`config.mk`:
```
export PLATFORM = sky130hd
export DESIGN_NAME = pll_drp_reconfig
export DESIGN_NICKNAME = d
export VERILOG_FILES = /design/src/rtl/pll_drp_reconfig.sv
export SDC_FILE = /design/constraint.sdc
export NUM_CORES = 1
export LEC_CHECK = 0
export CORE_UTILIZATION = 30
export DETAILED_ROUTE_END_ITERATION = 7
export GPL_ROUTABILITY_DRIVEN = 0
export SETUP_SLACK_MARGIN = 0.1
export SLEW_MARGIN = 20
export SYNTH_ARGS = -nofsm -noshare
export SYNTH_HDL_FRONTEND = slang
export SYNTH_SLANG_ARGS = --single-unit
```
`constraint.sdc`:
```
create_clock -name clk -period 10.3 [get_ports clk]
set_input_delay 1.545 -clock clk [delete_from_list [all_inputs] [get_ports clk]]
set_output_delay 1.545 -clock clk [all_outputs]
set_load 0.005 [all_outputs]
```
`src/rtl/pll_drp_reconfig.sv`:
```
// Buffered DRP read-modify-write sequencer for PLL reconfiguration.
// Holds the PLL in reset, applies queued masked writes, then waits for relock.
module pll_drp_reconfig #(
  parameter int unsigned DEPTH        = 8,
  parameter int unsigned DRDY_TIMEOUT = 255,
  parameter int unsigned LOCK_TIMEOUT = 65535
) (
  input  logic                     clk,
  input  logic                     rst,
  input  logic                     wr_en,
  input  logic [6:0]               wr_addr,
  input  logic [15:0]              wr_mask,
  input  logic [15:0]              wr_data,
  input  logic                     start,
  output logic [$clog2(DEPTH):0]   count,
  output logic                     full,
  output logic                     busy,
  output logic                     done,
  output logic                     error,
  output logic                     drp_den,
  output logic                     drp_dwe,
  output logic [6:0]               drp_daddr,
  output logic [15:0]              drp_di,
  input  logic [15:0]              drp_do,
  input  logic                     drp_drdy,
  output logic                     pll_rst,
  input  logic                     pll_locked
);

  localparam int unsigned AW   = $clog2(DEPTH);
  localparam int unsigned CW   = AW + 1;
  localparam int unsigned TMAX = (DRDY_TIMEOUT > LOCK_TIMEOUT) ? DRDY_TIMEOUT : LOCK_TIMEOUT;
  localparam int unsigned TW   = $clog2(TMAX + 1);

  typedef enum logic [2:0] {
    IDLE, HOLD, RD, RD_WAIT, WR, WR_WAIT, RELEASE, LOCK_WAIT
  } state_t;

  state_t          state, state_n;
  logic            lock_meta, locked_s;
  logic [TW-1:0]   tmo_cnt, tmo_n;
  logic [AW-1:0]   wr_ptr, wr_ptr_n, rd_ptr, rd_ptr_n;
  logic [CW-1:0]   count_n;
  logic            error_n, done_n;
  logic [6:0]      daddr_n;
  logic [15:0]     di_n;
  logic            wr_accept, drdy_tmo, lock_tmo;

  logic [6:0]      fifo_addr [DEPTH];
  logic [15:0]     fifo_mask [DEPTH];
  logic [15:0]     fifo_data [DEPTH];

  // Entry storage; pointers and count carry the valid range.
  always_ff @(posedge clk) begin
    if (!rst && wr_accept) begin
      fifo_addr[wr_ptr] <= wr_addr;
      fifo_mask[wr_ptr] <= wr_mask;
      fifo_data[wr_ptr] <= wr_data;
    end
  end

  // Next-state and next-output decode.
  always_comb begin
    state_n   = state;
    wr_ptr_n  = wr_ptr;
    rd_ptr_n  = rd_ptr;
    count_n   = count;
    error_n   = error;
    daddr_n   = drp_daddr;
    di_n      = drp_di;
    wr_accept = (state == IDLE) && wr_en && !full;
    drdy_tmo  = (tmo_cnt == TW'(DRDY_TIMEOUT - 1));
    lock_tmo  = (tmo_cnt == TW'(LOCK_TIMEOUT - 1));

    if (wr_accept) begin
      wr_ptr_n = wr_ptr + AW'(1);
      count_n  = count + CW'(1);
    end

    case (state)
      IDLE: begin
        if (start && (count_n != '0)) begin
          error_n = 1'b0;
          state_n = HOLD;
        end
      end
      HOLD: begin
        if (!locked_s) begin
          state_n = RD;
        end else if (lock_tmo) begin
          error_n = 1'b1;
          state_n = IDLE;
        end
      end
      RD: state_n = RD_WAIT;
      RD_WAIT: begin
        if (drp_drdy) begin
          di_n    = (drp_do & fifo_mask[rd_ptr]) | (fifo_data[rd_ptr] & ~fifo_mask[rd_ptr]);
          state_n = WR;
        end else if (drdy_tmo) begin
          error_n  = 1'b1;
          count_n  = '0;
          rd_ptr_n = wr_ptr;
          state_n  = IDLE;
        end
      end
      WR: state_n = WR_WAIT;
      WR_WAIT: begin
        if (drp_drdy) begin
          rd_ptr_n = rd_ptr + AW'(1);
          count_n  = count - CW'(1);
          state_n  = (count == CW'(1)) ? RELEASE : RD;
        end else if (drdy_tmo) begin
          error_n  = 1'b1;
          count_n  = '0;
          rd_ptr_n = wr_ptr;
          state_n  = IDLE;
        end
      end
      RELEASE: state_n = LOCK_WAIT;
      LOCK_WAIT: begin
        if (locked_s) begin
          state_n = IDLE;
        end else if (lock_tmo) begin
          error_n = 1'b1;
          state_n = IDLE;
        end
      end
      default: state_n = IDLE;
    endcase

    if (state_n == RD) daddr_n = fifo_addr[rd_ptr_n];

    if (state_n != state) begin
      tmo_n = '0;
    end else if (state inside {HOLD, RD_WAIT, WR_WAIT, LOCK_WAIT}) begin
      tmo_n = tmo_cnt + TW'(1);
    end else begin
      tmo_n = tmo_cnt;
    end

    done_n = (state != IDLE) && (state_n == IDLE);
  end

  // State and registered outputs.
  always_ff @(posedge clk) begin
    if (rst) begin
      state     <= IDLE;
      lock_meta <= 1'b0;
      locked_s  <= 1'b0;
      tmo_cnt   <= '0;
      wr_ptr    <= '0;
      rd_ptr    <= '0;
      count     <= '0;
      full      <= 1'b0;
      busy      <= 1'b0;
      done      <= 1'b0;
      error     <= 1'b0;
      drp_den   <= 1'b0;
      drp_dwe   <= 1'b0;
      drp_daddr <= '0;
      drp_di    <= '0;
      pll_rst   <= 1'b0;
    end else begin
      state     <= state_n;
      lock_meta <= pll_locked;
      locked_s  <= lock_meta;
      tmo_cnt   <= tmo_n;
      wr_ptr    <= wr_ptr_n;
      rd_ptr    <= rd_ptr_n;
      count     <= count_n;
      full      <= (count_n == CW'(DEPTH));
      busy      <= (state_n != IDLE);
      done      <= done_n;
      error     <= error_n;
      drp_den   <= (state_n == RD) || (state_n == WR);
      drp_dwe   <= (state_n == WR);
      drp_daddr <= daddr_n;
      drp_di    <= di_n;
      pll_rst   <= state_n inside {HOLD, RD, RD_WAIT, WR, WR_WAIT, RELEASE};
    end
  end

endmodule

```
# Yosys cells after proc, flatten, opt, wreduce, memory -nomap -nowiden
# Memories as Yosys holds them, arrays and structs flattened. A register that Yosys moved wholly into a read port is not among the register bits.
# Cells that the tools add are included.
[totals]
regBits = 54
ramBits = 312
input_bits = 61
out_inout_bits = 34
wordCells = 99
mem_count = 3
[classes]
addsub = 5
n_eq_ne = 23
n_mux = 29
n_bitwise = 4
n_reduce_logical = 20
[memory_table]
columns = ["memory", "words", "width", "rd", "rd_ports_with_merged_regs", "wr", "line_no", "rtl"]
rows = [
  ["fifo_data", 8, 16, 1, 1, 1, "51", "logic [15:0] fifo_data [DEPTH];"],
  ["fifo_mask", 8, 16, 1, 1, 1, "50", "logic [15:0] fifo_mask [DEPTH];"],
  ["fifo_addr", 8, 7, 1, 1, 1, "49", "logic [6:0] fifo_addr [DEPTH];"],
]
[ops]
columns = ["operator", "count"]
rows = [
  ["2-to-1 mux 3 bit", 13],
  ["bitwise AND 16 bit", 2],
  ["one-hot mux 3 bit (8 select lines)", 1],
  ["equality test 3 bit (second input constant)", 7],
  ["adder 16 x 1 -> 16 bit (second input constant)", 1],
  ["equality test 16 bit (second input constant)", 1],
  ["equality test 16 x 8 -> 1 bit (second input constant)", 1],
  ["2-to-1 mux 4 bit", 4],
  ["NOT 16 bit", 1],
  ["bitwise OR 16 bit", 1],
  ["equality test 3 x 2 -> 1 bit (second input constant)", 4],
  ["nonzero test 4 bit", 3],
  ["2-to-1 mux 1 bit", 8],
  ["one-hot mux 4 bit (2 select lines)", 1],
  ["adder 3 x 1 -> 3 bit (second input constant)", 2],
  ["equality test 3 x 1 -> 1 bit (second input constant)", 2],
  ["zero test 3 bit", 2],
  ["!= test 2 bit (second input constant)", 3],
  ["one-hot mux 3 bit (2 select lines)", 1],
  ["AND reduction 6 bit", 1],
  ["nonzero test 3 bit", 2],
  ["nonzero test 6 bit", 1],
  ["logical AND 1 bit", 5],
  ["adder 4 x 1 -> 4 bit (second input constant)", 1],
  ["other kinds (10)", 13],
]

# Logic depth before layout (Yosys ltp)
[depth]
word_depth = 10
depth_mapped = 10
ltp_nobuf = 9

# Worst setup path after synthesis
# No wires, ideal clock.
[synth_path]
path_type = "input to register"
start = "input wr_en"
end = "memory fifo_addr[2][0] (enable)"
setup_ns = 0.533
arrival_time_ns = 5.741
required_time_ns = 9.767
slack_ns = 4.026
stages = 3
n_path_buf = 0
path_cell_list = "nor2b_1 > nand2_1 > nor4_1"
[synth_via]
elab_chain_len = 5
[synth_lines]
columns = ["element", "line_no", "rtl"]
rows = [
  ["start, declared", "10", "input logic wr_en,"],
  ["logical AND 1 bit (2 in a row)", "71", "wr_accept = (state == IDLE) && wr_en && !full;"],
  ["logical AND 1 bit", "55", "if (!rst && wr_accept) begin"],
  ["2-to-1 mux 1 bit", "55", ""],
  ["2-to-1 mux 1 bit (not written as such)", "56", "fifo_addr[wr_ptr] <= wr_addr;"],
  ["end, declared", "49", ""],
]
# No other way between the ends.

# Worst setup path after layout
[layout_path]
start = "input drp_drdy"
end = "register drp_daddr[5] (read register of fifo_addr)"
[layout_via]
elab_chain_len = 3
elab_cells_between_ends = 7
cone_classes = "eq/ne (1); mux (6)"
[layout_lines]
columns = ["element", "line_no", "rtl"]
rows = [
  ["start, declared", "25", "input logic drp_drdy,"],
  ["2-to-1 mux 3 bit (on tied branches)", "109, 97", ""],
  ["one-hot mux 3 bit (8 select lines)", "80", "case (state)"],
  ["equality test 3 x 2 -> 1 bit", "132", "if (state_n == RD) daddr_n = fifo_addr[rd_ptr_n];"],
  ["end, declared", "22", "output logic [6:0] drp_daddr,"],
]
# Parallel ways exist; a longest one is shown, timed or not.
# A chain may end at the register's enable or synchronous reset.

==> results.json <==
{
  "fin_crit_ns": 4.04,
  "status": "complete, no violations",
  "seq_power_share_pct": 53.6,
  "period_share_pct": 39.3,
  "p_per_area_nw_per_um2": 177,
  "hold_class": "register to register",
  "critical_path.slowest_cell": "nor2_1",
  "clock-root-buffer": "clkbuf_16",
  "port_buffers": 94,
  "drt_iter0_markers": 567,
  "h-tree-depth": 2,
  "dp_hpwl_um": 19300,
  "p_clk_share_pct": 41.3,
  "remaining_drc_errors": 0,
  "synth-seq-cells": 373,
  "wl_met1_um": 14300,
  "synth.avg_cell_area_um2": 16.8,
  "setup_tns_ns": 0,
  "power.leakage_uw": 0.00551,
  "die_area_um2": 50400,
  "p_int_uw": 2480,
  "vias_per_cell": 4.88,
  "max_slew_margin_pct": 27.8,
  "setup_violations": 0,
  "critPathKind": "primary input to register",
  "fp.dieH_um": 225,
  "grt_max_degree": 67,
  "synthArstFlopShare_pct": 0,
  "rsz0062_at_grt": "no",
  "initial_core_util_pct": 30.4,
  "core_region_area_um2": 49000,
  "slew_violations": 0,
  "dr.max_layer_used": "met5",
  "synth-seq-area-share_pct": 71.2,
  "ys.flop_type": "edfxtp_1",
  "ant_nets": 0,
  "p_comb_share_pct": 5.1,
  "syn_to_final_growth_pct": 19.6,
  "p_sw_share_pct": 21.2,
  "fin_nets": 1057,
  "grt_pass1_wl_um": 49600,
  "p_sw_uw": 668,
  "worstPathRequired_ns": 10.74,
  "final_core_util_pct": 36.3,
  "clkLatencyLatePin_ns": 0.54,
  "max-cap-violations": 0,
  "worstPathArrival_ns": 4.49,
  "cts_setup_buffers": 0,
  "numCtsBuffers": 39,
  "startpoint_type": "primary input",
  "dr_wl_met2_um": 15800,
  "cts_resized": 0,
  "path_cells": "clkdlybuf4s50_1 -> nand3_2 -> o2111ai_1 -> nor2_1 -> o21ai_0 -> a31oi_1",
  "grt_pass1_vias": 8310,
  "grt_remaining_overflow": 0,
  "dr_wl_met3_um": 1970,
  "nFillCells": 4622,
  "io_pins": 95,
  "crit_path_max_incr_delay_ns": 0.88,
  "tritoncts": "yes",
  "hold_viol_final": 0,
  "clkTransAtPathRegs_ns": 0.06,
  "syn_area_um2": 14900,
  "syn-num-nets": 951,
  "cts.sinks": 373,
  "clock_skew_ns": 0.0252,
  "grt_use_total_pct": 13.0,
  "max_freq_mhz": 247,
  "synth_cells": 883,
  "wl_per_cell_um": 19.4,
  "cts_hold_buf": 0,
  "tightestPinTransition_ns": 1.08,
  "cts.path.max_buffers": 3,
  "yosysWarnings": 0,
  "finalPower_uw": 3150,
  "antenna_found_initial": 8,
  "peakVddDrop_mv": 0.131,
  "worstSetupEndpointType": "register",
  "cp_max_fo": 33,
  "whs_ns": 0.452,
  "die_x_um": 225,
  "synth-edff-count": 312,
  "vias": 8217,
  "rows": 81,
  "routed_wl_um": 32700,
  "dr.pass1.iters": 7,
  "drive_gt1_share_pct": 16.1,
  "ys_types": 65
}
[area by class of cell]
cell class	instances	area (µm²)	share of cell area, %
multi-input cells	454	4080	23.0
repair buffers	109	1050	5.90
clock buffers	57	1050	5.93
diodes	1	2.50	0.0141
flip-flops and latches	373	10600	59.6
inverters	12	45.0	0.253
well taps	664	831	4.67
clock inverters	14	118	0.662
[synth_stat cells (all sizes together) (2+ instances only)]
library cell  instances  area share, %
edfxtp              312             63
mux4                 64            9.7
nor2                 62            1.6
dfxtp                61            8.2
a211oi               40            2.0
nand2                35           0.90
a21oi                26           0.88
nand3                25           0.84
buf                  24           0.86
nor2b                22           0.93
clkbuf               20           0.51
o21ai                18           0.61
mux2i                17            1.1
xor2                 13           0.77
inv                  12           0.30
o211ai               11           0.79
nor3                  9           0.34
a21boi                8           0.40
a311o                 8           0.54
a31oi                 8           0.34
nand4                 8           0.34
and2                  7           0.29
ha                    7           0.59
mux2                  7           0.66
and3                  6           0.25
xnor2                 6           0.35
and4                  4           0.24
nand2b                4           0.17
nor4                  4           0.29
o22ai                 4           0.17
a21o                  3           0.16
a22oi                 3           0.15
a221o                 2           0.13
a41oi                 2           0.12
o211a                 2           0.13
o21a                  2           0.10
or3                   2          0.084
or4                   2           0.13
[per-layer routing]
metal,track usage (%),vias up
met5,0,-
met4,3.14,12
met3,3.51,58
met2,21.7,196
met1,16.6,4211
li1,-,3740
[cells by family after synthesis]
kind of cell / after synthesis / synth area share (%)
AO/OA/AOI/OAI: 145 / 7.15
XOR/XNOR: 19 / 1.12
buffers and inverters: 56 / 1.67
flip-flops: 373 / 71.2
multiplexers: 88 / 11.5
adder cells (fa/ha/maj): 7 / 0.589
AND/OR/NAND/NOR: 195 / 6.73
[state kept, by name, summed over array words and instances, names as in the netlist]
register,flops
count,4
fifo_mask,128
locked_s,1
drp_dwe,1
fifo_data,128
done,1
busy,1
fifo_addr,56
full,1
wr_ptr,3
rd_ptr,3
error,1
tmo_cnt,16
state,3
drp_daddr,7
pll_rst,1
drp_di,16
drp_den,1
lock_meta,1
[worst max-delay path: cells and delay by family]
family,cells,cell delay [ns]
AO/OA/AOI/OAI,3,0.67
AND/OR/NAND/NOR,2,1.62
buffers and inverters,1,0.64
[layout by cell type (no fill, tap or decap), types with 13 or more instances in the layout]
master             n
a21oi_1           26
mux2i_1           17
dfxtp_1           59
buf_4             15
nand2_1           34
nor2_1            58
edfxtp_1         312
mux4_2            64
nand3_1           24
o21ai_0           17
xor2_1            13
a211oi_1          40
clkbuf_1          17
clkbuf_16         39
nor2b_1           22
clkdlybuf4s50_1   93
[power by group through the flow]
stage | clock (µW) | sequential (µW) | combinational (µW)
3_3_place_gp | 0 | 1720 | 159
3_5_place_dp | 0 | 1720 | 161
5_1_grt | 1390 | 1690 | 176
4_1_cts | 1330 | 1690 | 162
2_1_floorplan | 0 | 1710 | 83.9
6_report | 1300 | 1690 | 161
[path summary, 6_finish.rpt]
path	endpoint	cells after the start	slack, ns	start
max	drp_daddr[5]	6	6.26	drp_drdy
max reg2reg	fifo_data[7][6]	5	6.99	state[0]
min reg2reg	locked_s	1	0.45	lock_meta
min	locked_s	1	0.45	lock_meta
[through the flow]
step	area, µm²	cells	setup WS (ns)
2_1_floorplan	14900	883	4.03
3_5_place_dp	16600	1612	5.76
3_3_place_gp	16600	1612	5.79
5_1_grt	17800	1684	6.02
6_report	17800	1684	6.26
4_1_cts	17800	1683	6.30
(Power assumes the default switching activity.)
